`src/rtl/jof32_mem_pkg.sv`:
```
// Shared size codes, FSM encoding and big-endian lane constants for the
// load/store sequencer (mem_access_ctrl and mem_lane_align).
package jof32_mem_pkg;

    localparam logic [1:0] SIZE_BYTE = 2'b00;
    localparam logic [1:0] SIZE_HALF = 2'b01;
    localparam logic [1:0] SIZE_WORD = 2'b10;

    typedef enum logic [2:0] {
        IDLE      = 3'd0,
        LOAD_WAIT = 3'd1,
        LOAD_DONE = 3'd2,
        RMW_READ  = 3'd3,
        RMW_WRITE = 3'd4
    } state_t;

    // Big-endian: lane 0 is bits [31:24], lane 3 is bits [7:0]
    localparam logic [1:0] LANE_0 = 2'd0;
    localparam logic [1:0] LANE_1 = 2'd1;
    localparam logic [1:0] LANE_2 = 2'd2;
    localparam logic [1:0] LANE_3 = 2'd3;

    // Size code 11 behaves as a word access
    function automatic logic is_word(input logic [1:0] size);
        return size[1];
    endfunction

    // Right-shift that brings a byte lane down to bits [7:0]: (3 - lane) * 8
    function automatic logic [4:0] lane_shift(input logic [1:0] lane);
        return {~lane, 3'b000};
    endfunction

endpackage

```
`src/rtl/mem_lane_align.sv`:
```
// Combinational lane logic: extracts and extends sub-word loads, and merges
// sub-word store data into the word read back from RAM.
module mem_lane_align
    import jof32_mem_pkg::*;
(
    input  logic [1:0]  size,
    input  logic [1:0]  offset,
    input  logic        sign_ext,
    input  logic [31:0] word,
    input  logic [31:0] wdata,
    output logic [31:0] load_data,
    output logic [31:0] merged
);

    logic [1:0]  lane;
    logic [4:0]  byte_sh;
    logic [4:0]  half_sh;
    logic [7:0]  byte_val;
    logic [15:0] half_val;

    always_comb begin
        lane = LANE_0;
        if (size == SIZE_BYTE) begin
            lane = offset;
        end else if (size == SIZE_HALF) begin
            lane = {offset[1], 1'b0};
        end
    end

    // A half spans lane and lane+1; the lower-significance lane sets the shift
    assign byte_sh  = lane_shift(lane);
    assign half_sh  = lane_shift(lane | LANE_1);
    assign byte_val = 8'(word >> byte_sh);
    assign half_val = 16'(word >> half_sh);

    always_comb begin
        load_data = word;
        merged    = wdata;
        case (size)
            SIZE_BYTE: begin
                load_data = {{24{sign_ext & byte_val[7]}}, byte_val};
                merged    = (word & ~(32'h0000_00FF << byte_sh)) | (32'(wdata[7:0]) << byte_sh);
            end
            SIZE_HALF: begin
                load_data = {{16{sign_ext & half_val[15]}}, half_val};
                merged    = (word & ~(32'h0000_FFFF << half_sh)) | (32'(wdata[15:0]) << half_sh);
            end
            default: begin
                load_data = word;
                merged    = wdata;
            end
        endcase
    end

endmodule

```
`src/rtl/mem_access_ctrl.sv`:
```
// Byte/half/word load-store sequencer in front of a 1-cycle-latency single-port RAM.
// Optional MEM_MISALIGN_TRAP_EN rejects misaligned half/word accesses via misalign_err.
//
// state     | meaning
// ----------|---------------------------------------------------------------
// IDLE      | accept request; word store writes here, others present address
// LOAD_WAIT | ram_q valid, extract/extend lane into rdata
// LOAD_DONE | rdata_valid, load retires
// RMW_READ  | ram_q valid, merge store lane into word
// RMW_WRITE | write merged word, store retires
module mem_access_ctrl
    import jof32_mem_pkg::*;
#(
    parameter int ADDR_W = 16
) (
    input  logic              clk,
    input  logic              rst,
    input  logic              req_valid,
    input  logic              req_we,
    input  logic [1:0]        req_size,
    input  logic              req_signed,
    input  logic [31:0]       req_addr,
    input  logic [31:0]       req_wdata,
    output logic [ADDR_W-1:0] ram_address,
    output logic [31:0]       ram_data,
    output logic              ram_wren,
    input  logic [31:0]       ram_q,
    output logic              stall,
    output logic              rdata_valid,
    output logic [31:0]       rdata
`ifdef MEM_MISALIGN_TRAP_EN
    ,
    output logic              misalign_err
`endif
);

    state_t            state;
    state_t            state_nxt;
    logic [ADDR_W-1:0] index_q;
    logic [1:0]        offset_q;
    logic [1:0]        size_q;
    logic              signed_q;
    logic [31:0]       wdata_q;
    logic [31:0]       merged_q;
    logic [31:0]       rdata_q;
    logic [1:0]        offset_in;
    logic              misaligned;
    logic              accept;
    logic              word_store;
    logic [31:0]       load_data;
    logic [31:0]       merged;
    logic              unused_addr_hi;

    assign unused_addr_hi = ^req_addr[31:ADDR_W+2];

`ifdef MEM_MISALIGN_TRAP_EN
    assign misaligned = ((req_size == SIZE_HALF) & req_addr[0]) |
                        (is_word(req_size) & (req_addr[1:0] != 2'b00));
`else
    assign misaligned = 1'b0;
`endif

    always_comb begin
        offset_in = req_addr[1:0];
        if (req_size == SIZE_HALF) begin
            offset_in[0] = 1'b0;
        end else if (is_word(req_size)) begin
            offset_in = 2'b00;
        end
    end

    assign accept     = req_valid & ~rst & (state == IDLE) & ~misaligned;
    assign word_store = accept & req_we & is_word(req_size);

    mem_lane_align u_align (
        .size      (size_q),
        .offset    (offset_q),
        .sign_ext  (signed_q),
        .word      (ram_q),
        .wdata     (wdata_q),
        .load_data (load_data),
        .merged    (merged)
    );

    always_ff @(posedge clk) begin
        if (rst) begin
            state <= IDLE;
        end else begin
            state <= state_nxt;
        end
    end

    always_ff @(posedge clk) begin
        if (rst) begin
            index_q  <= '0;
            offset_q <= 2'b00;
            size_q   <= SIZE_WORD;
            signed_q <= 1'b0;
            wdata_q  <= '0;
            merged_q <= '0;
            rdata_q  <= '0;
        end else begin
            if (accept) begin
                index_q  <= req_addr[ADDR_W+1:2];
                offset_q <= offset_in;
                size_q   <= req_size;
                signed_q <= req_signed;
                wdata_q  <= req_wdata;
            end
            if (state == LOAD_WAIT) begin
                rdata_q <= load_data;
            end
            if (state == RMW_READ) begin
                merged_q <= merged;
            end
        end
    end

    always_comb begin
        state_nxt = state;
        case (state)
            IDLE: begin
                if (accept) begin
                    if (!req_we) begin
                        state_nxt = LOAD_WAIT;
                    end else if (!is_word(req_size)) begin
                        state_nxt = RMW_READ;
                    end
                end
            end
            LOAD_WAIT: state_nxt = LOAD_DONE;
            LOAD_DONE: state_nxt = IDLE;
            RMW_READ:  state_nxt = RMW_WRITE;
            RMW_WRITE: state_nxt = IDLE;
            default:   state_nxt = IDLE;
        endcase
    end

    // Every output is gated by rst so an aborted access never writes or retires
    always_comb begin
        ram_address = index_q;
        ram_data    = merged_q;
        ram_wren    = 1'b0;
        stall       = 1'b0;
        rdata_valid = 1'b0;
`ifdef MEM_MISALIGN_TRAP_EN
        misalign_err = 1'b0;
`endif
        case (state)
            IDLE: begin
                ram_address = req_addr[ADDR_W+1:2];
                if (word_store) begin
                    ram_wren = 1'b1;
                    ram_data = req_wdata;
                end else if (accept) begin
                    stall = 1'b1;
                end
`ifdef MEM_MISALIGN_TRAP_EN
                misalign_err = req_valid & ~rst & misaligned;
`endif
            end
            LOAD_WAIT: stall       = ~rst;
            RMW_READ:  stall       = ~rst;
            LOAD_DONE: rdata_valid = ~rst;
            RMW_WRITE: ram_wren    = ~rst;
            default: ;
        endcase
    end

    assign rdata = rdata_q;

endmodule
```
`config.mk`:
```
export PLATFORM = sky130hd
export DESIGN_NAME = mem_access_ctrl
export DESIGN_NICKNAME = d
export VERILOG_FILES = /design/src/rtl/jof32_mem_pkg.sv /design/src/rtl/mem_lane_align.sv /design/src/rtl/mem_access_ctrl.sv
export SDC_FILE = /design/constraint.sdc
export NUM_CORES = 1
export LEC_CHECK = 0
export CORE_ASPECT_RATIO = 0.75
export CORE_MARGIN = 2
export CORE_UTILIZATION = 43
export CTS_CLUSTER_SIZE = 24
export DETAILED_ROUTE_END_ITERATION = 10
export PLACE_DENSITY_LB_ADDON = 0.08
export SETUP_SLACK_MARGIN = 0.3
export SYNTH_ARGS = -nofsm -noshare
export SYNTH_HDL_FRONTEND = slang
export SYNTH_SLANG_ARGS = --single-unit
```
`constraint.sdc`:
```
create_clock -name clk -period 2.06 [get_ports clk]
set_clock_uncertainty 0.1 [all_clocks]
set_input_delay 0.309 -clock clk [delete_from_list [all_inputs] [get_ports clk]]
set_output_delay 0.309 -clock clk [all_outputs]
set_load 0.02 [all_outputs]
```
After elaboration in Yosys (flattened, before gate mapping):

Index checks and enable logic that the tools add are counted.
Widths: inputs -> output; s select.

* register bits after elaboration: 120
* bits of input ports: 103
* output and inout bits: 83
* logic and storage cells: 61

* reduce and logical (&&, ||, !) cells: 4
* equality and inequality tests: 8
* shift operators: 6
* bitwise logic cells: 15
* muxes and demuxes: 20

Operators with widths (number)
* $pmux 32 s2: 2
* $and 32x32->32: 2
* $mux 32: 2
* $not 32->32: 2
* $or 32x32->32: 2
* $shl 16x5->32: 1
* $shl 16x5->32 const A: 1
* $shl 8x5->32: 1
* $shl 8x5->32 const A: 1
* $shr 32x5->16: 1
* $shr 32x5->8: 1
* $mux 16: 1
* $mux 3: 3
* $pmux 3 s3: 1
* $and 1x1->1: 6
* $eq 3x2->1 const B: 2
* $mux 1: 6
* $mux 2: 3
* $eq 2x1->1 const B: 2
* $not 2->2: 2
* $pmux 1 s2: 2
* $eq 3x1->1 const B: 1
* $eq 3x3->1 const B: 1
* $logic_not 3->1: 1
* 6 further kinds: 6

Depth between registers and ports, before layout:

* depth after elaboration: 9
* gate-level depth with buffers: 7
* mapped depth without buffers: 4

Cells and area by module:

From an unflattened synthesis, not the netlist that was laid out.

* cell total of the unflattened synthesis: 858
* area total of the unflattened synthesis: 6379.9 um^2

By module, submodules not included
* mem_access_ctrl: cells each 587, seq. area each 2402.3 um^2, area an instance 4774.6 um^2, times used 1
* mem_lane_align: cells each 271, seq. area each 0.0 um^2, area an instance 1605.3 um^2, times used 1

Least setup slack after synthesis:

No wires, ideal clock.

* kind: reg2out
* start: register state[1]
* end: output port ram_wren
* path slack: -0.329 ns
* required time: 1.651 ns
* stages on the path, launching flop included: 8
* arrival time: 1.980 ns
* buffers on the path: 3
* path through: dfxtp_1 -> buf_2 -> or3_1 -> buf_6 -> nor4_4 -> buf_6 -> a21oi_1 -> nor3_1

* longest elaborated chain between the ends: 6
* elaborated cells on any way between the ends: 7
* classes of those cells: 1 x eq/ne; 2 x mux; 3 x bitwise; 1 x reduce/logical

Ends and longest elaborated chain
* from (decl): line mem_access_ctrl.sv:37 `state_t state;`
* from (signal assigned): line mem_access_ctrl.sv:89 `state <= state_nxt;`
* $logic_not 3->1: line mem_access_ctrl.sv:72, mem_access_ctrl.sv:149
* $and 1x1->1: line mem_access_ctrl.sv:72 `assign accept = req_valid & ~rst & (state == IDLE) & ~misaligned;`
* $and 1x1->1 (2 in a row): line mem_access_ctrl.sv:73 `assign word_store = accept & req_we & is_word(req_size);`
* $mux 1: line mem_access_ctrl.sv:152 `if (word_store) begin`
* $pmux 1 s2 *: line mem_access_ctrl.sv:149 `case (state)`
* to (decl): line mem_access_ctrl.sv:26 `output logic ram_wren,`

Every way passes the cells marked *; elsewhere a longest branch is shown, timed or not.

Worst setup path after layout:

* start: register state[0]
* end: output port ram_wren

The elaborated chain is that of the path after synthesis.

==> tab_implementation.tex <==
\begin{tabular}{lr}
\hline
Metric & Value \\
\hline
\multicolumn{2}{l}{\textbf{GRT}} \\
Overall overflow remaining after global route & 0 \\
GRT Resource Usage Total & 0.312 \\
Global-route wire length before repair & 37,000 um \\
Number of antenna violations at the first check in global routing & 1 \\
Maximum number of pins on one net before global-route repair & 61 \\
Vias in the first global route & 6,538 \\
\multicolumn{2}{l}{\textbf{Die}} \\
IO Pins & 186 \\
Initial cell density of the core & 0.440 \\
Die extent in x & 144 um \\
Vert. Die Dim & 109 um \\
Total Die Area & 15,800 um\^{}2 \\
Floorplan Core Area & 14,500 um\^{}2 \\
Site Rows & 38 \\
\multicolumn{2}{l}{\textbf{Logic synthesis}} \\
Net Count, Synth & 879 \\
Area share of the leading cell type in the synthesized netlist & 0.378 \\
Post-synthesis sequential area ratio & 0.378 \\
Cell type with the largest total area after synthesis & sky130\_fd\_sc\_hd\_\_dfxtp\_1 \\
Share of the synthesized netlist area taken by xor and xnor gates & 0 \\
Syn Inst Count & 776 \\
Unique masters post-synth & 40 \\
Main combinational cell family by area after synthesis & compound AO/OA/AOI/OAI gates \\
Compound-gate portion of the synthesized area & 0.250 \\
Arithmetic-cell share of the synthesized area counting full adders, half adders and majority gates & 0 \\
Synthesized area divided by synthesized cell count & 8.19 um\^{}2 \\
Simple-gate share of the synthesized area & 0.171 \\
Post-synthesis register bit count & 120 \\
Combined area of all synthesized cells & 6360 um\^{}2 \\
Synth warnings & 0 \\
Multiplexer fraction of the synthesized cell area & 0.144 \\
Main area contributors after synthesis & sky130\_fd\_sc\_hd\_\_dfxtp\_1 38\%, sky130\_fd\_sc\_hd\_\_mux2\_2 12\%, sky130\_fd\_sc\_hd\_\_nand2\_1 7.9\% \\
\multicolumn{2}{l}{\textbf{Setup path}} \\
Worst path max stage delay & 400 ps \\
Total buffers and inverters traversed by the critical path & 5 \\
Top fanout value on the critical path & 8 \\
Data arrival time of the worst path & 2250 ps \\
Type of the worst setup path & reg2out \\
CP Cell Sequence & or3\_4 -> nor4\_4 -> buf\_6 -> buf\_12 -> buf\_16 -> buf\_12 -> a21oi\_4 -> nor3\_2 -> buf\_4 \\
Library cell appearing most often on the critical path & sky130\_fd\_sc\_hd\_\_buf\_12 \\
Setup crit end kind & output pin \\
CP max-delay cell & sky130\_fd\_sc\_hd\_\_or3\_4 \\
Crit-path leading delay family & buffers and inverters \\
Critical Path Start Type & flop \\
CP Data Required Time & 1650 ps \\
\multicolumn{2}{l}{\textbf{Pwr}} \\
Power per Cell Area & 701 nW/um\^{}2 \\
Leak Pwr & 4.02 nW \\
Worst IR drop on VDD & 558 uV \\
\multicolumn{2}{l}{\textbf{Detailed routing}} \\
Detailed Routing Iterations Pass 1 & 6 \\
Post-detailed-route via-to-cell ratio & 5.92 \\
Total via count in the routed design & 7,160 \\
Detail-routed net length per standard cell & 21.3 um \\
DRC violations left & 0 \\
Initial detailed-routing violation count & 701 \\
DRT antenna net count & 0 \\
WL final & 25,700 um \\
\multicolumn{2}{l}{\textbf{STA}} \\
Fin. Hold Viols & 0 \\
Count of final setup violators & 87 \\
Post-route clock period utilization & 1.29 \\
Setup repair after global routing missed its margin & yes \\
Max Clock Freq & 0.376 GHz \\
Slew Limit Fails & 0 \\
Remaining max-slew budget at the tightest pin & 0.569 \\
Slack of the critical path & -602 ps \\
Transition at the pin with the smallest max-transition slack & 647 ps \\
Time the worst path needs with I/O delays and setup & 2660 ps \\
\multicolumn{2}{l}{\textbf{Clocking}} \\
Hold buffer count at CTS & 0 \\
TritonCTS clock tree & done \\
Clock latency at the later pin of the worst-skew pair & 420 ps \\
Clk Tree Root Cell & sky130\_fd\_sc\_hd\_\_clkbuf\_16 \\
Clock H-tree levels & 4 \\
Clock slew at the register clock pins of the worst setup and hold paths & 60 ps \\
Buffer depth of the longest clock path & 2 \\
Number of buffers created by CTS & 17 \\
Clock sinks & 120 \\
\multicolumn{2}{l}{\textbf{Placed design}} \\
Final Wtd Congestion & 0.938 \\
DP Wirelength & 16,400 um \\
Total of buffers placed on input and output ports & 171 \\
Post-placement cell area & 8690 um\^{}2 \\
\multicolumn{2}{l}{\textbf{Layout}} \\
Fraction of final layout cells with drive strength greater than 1 & 0.313 \\
Post-route cell area & 10,200 um\^{}2 \\
Fraction of the core area covered by cells at the end of the flow & 0.705 \\
Area growth syn-to-layout & 60.3\% \\
Filler cells & 1,132 \\
Count of nets after finishing & 1,098 \\
Area of all sequential standard cells & 2410 um\^{}2 \\
Footprint of the multi-input gates & 3970 um\^{}2 \\
\multicolumn{2}{l}{\textbf{Run status}} \\
Outcome & complete, but fails checks \\
Violations in the final reports & setup timing \\
\multicolumn{2}{l}{\textbf{Flow run}} \\
Number of violations of the max-capacitance limit & 0 \\
\multicolumn{2}{l}{\textbf{Min path}} \\
Type of the worst min-delay path & in2reg \\
\hline
\end{tabular}
==> placed cells by master, fill, tap and decap left out, types with 18 or more instances in the layout <==
master / instances
sky130_fd_sc_hd__mux2_4: 35
sky130_fd_sc_hd__buf_4: 66
sky130_fd_sc_hd__buf_6: 61
sky130_fd_sc_hd__a211oi_1: 44
sky130_fd_sc_hd__mux2_2: 35
sky130_fd_sc_hd__nand2_1: 126
sky130_fd_sc_hd__a21oi_1: 65
sky130_fd_sc_hd__nor2_1: 18
sky130_fd_sc_hd__clkdlybuf4s50_1: 87
sky130_fd_sc_hd__o21ai_0: 66
sky130_fd_sc_hd__dfxtp_1: 114
sky130_fd_sc_hd__dlygate4sd2_1: 30
sky130_fd_sc_hd__nand3_1: 28
sky130_fd_sc_hd__clkbuf_16: 20
==> flip-flops by register name, summed over array words and instances, names as in the netlist <==
register and flops:
merged_q 32, rdata 32, wdata_q 32, index_q 16
state 3, offset_q 2, size_q 2, signed_q 1
==> layout make-up <==
cell class	instances	area share
multi-input combinational	574	0.390
timing repair buffer	274	0.286
sequential	120	0.237
clock buffer	17	0.0418
tap	200	0.0246
clock inverter	15	0.0173
inverter	8	0.00332
antenna	1	0.000246
==> timing repair <==
action,in CTS,in global routing
gates cloned,6,4
resized for setup,279,155
setup buffers,10,15
endpoints found under the setup margin,149,149
pin swaps,5,21
==> per-layer routing <==
layer / global-route usage / vias to the layer above / wire length, um
met5: 0 / - / 0
met4: 0.0964 / 0 / 494
met3: 0.0854 / 49 / 2650
met2: 0.484 / 406 / 11600
met1: 0.426 / 3439 / 11000
li1: - / 3266 / -
==> logic make-up (layout without fill, tap and decap cells) <==
| kind of cell | count (synthesis) | after routing |
|---|---|---|
| buffers and inverters | 82 | 314 |
| DFF | 120 | 120 |
| AOI/OAI and AO/OA | 255 | 255 |
| other | 0 | 1 |
| and+or+nand+nor | 236 | 236 |
| muxes | 83 | 83 |
==> tightest hold or removal path: stages <==
cell and delay, ps:
sky130_fd_sc_hd__buf_2 130, sky130_fd_sc_hd__buf_6 190, sky130_fd_sc_hd__a21oi_1 130
==> Yosys cell counts <==
master / count
sky130_fd_sc_hd__a21oi_4: 1
sky130_fd_sc_hd__o21a_1: 4
sky130_fd_sc_hd__mux2i_1: 13
sky130_fd_sc_hd__clkbuf_1: 49
sky130_fd_sc_hd__nand3b_1: 10
sky130_fd_sc_hd__a21oi_1: 80
sky130_fd_sc_hd__nand3_1: 30
sky130_fd_sc_hd__nor3b_1: 3
sky130_fd_sc_hd__a2111oi_0: 7
sky130_fd_sc_hd__dfxtp_1: 120
sky130_fd_sc_hd__o221ai_1: 4
sky130_fd_sc_hd__inv_1: 7
sky130_fd_sc_hd__nand2_1: 133
sky130_fd_sc_hd__buf_4: 1
sky130_fd_sc_hd__nor3_1: 14
sky130_fd_sc_hd__nand2b_1: 13
sky130_fd_sc_hd__o211ai_1: 9
sky130_fd_sc_hd__clkinv_1: 1
sky130_fd_sc_hd__a31oi_1: 4
sky130_fd_sc_hd__a21o_1: 8
sky130_fd_sc_hd__or3b_2: 1
sky130_fd_sc_hd__or2_2: 3
sky130_fd_sc_hd__buf_2: 16
sky130_fd_sc_hd__o21bai_1: 2
sky130_fd_sc_hd__o21ai_0: 68
sky130_fd_sc_hd__nor4_4: 1
sky130_fd_sc_hd__a221oi_1: 17
sky130_fd_sc_hd__or3_1: 2
sky130_fd_sc_hd__buf_1: 4
sky130_fd_sc_hd__a211oi_1: 48
sky130_fd_sc_hd__a2bb2oi_1: 2
sky130_fd_sc_hd__nor2_1: 20
sky130_fd_sc_hd__nor2b_1: 3
sky130_fd_sc_hd__mux2_1: 3
sky130_fd_sc_hd__nand4b_1: 1
sky130_fd_sc_hd__buf_6: 4
sky130_fd_sc_hd__and3b_1: 1
sky130_fd_sc_hd__mux2_2: 67
sky130_fd_sc_hd__a22o_1: 1
sky130_fd_sc_hd__nor3_4: 1
==> where the power goes <==
part | internal [mW] | switching, mW | total, mW | leakage (nW)
combinational | 0.776 | 0.790 | 1.57 | 2.75
clock | 1.90 | 1.15 | 3.05 | 0.289
sequential | 2.44 | 0.0900 | 2.53 | 0.980
total | 5.12 | 2.03 | 7.14 | 4.02
==> through the flow <==
step / hold WS (ps) / TNS, ps / total power, mW / worst slack [ps] / instances
after CTS: 307 / -27330 / 6.96 / -683 / 1189
after global routing: 274 / -31220 / 7.36 / -651 / 1208
after detailed placement: 344 / -26210 / 3.89 / -761 / 1141
after floorplan: 308 / -3140 / 3.22 / -107 / 776
final: 276 / -26100 / 7.14 / -602 / 1209
after global placement: 338 / -25730 / 3.88 / -745 / 1141
==> path summary, 6_finish.rpt <==
path | startpoint | to | slack [ps] | depth (start not counted)
min | rst | state[1] | 280 | 3
max | state[0] | ram_wren | -600 | 9
max reg2reg | state[0] | wdata_q[25] | -130 | 10
min reg2reg | index_q[7] | index_q[7] | 350 | 2
(Power assumes the default switching activity.)
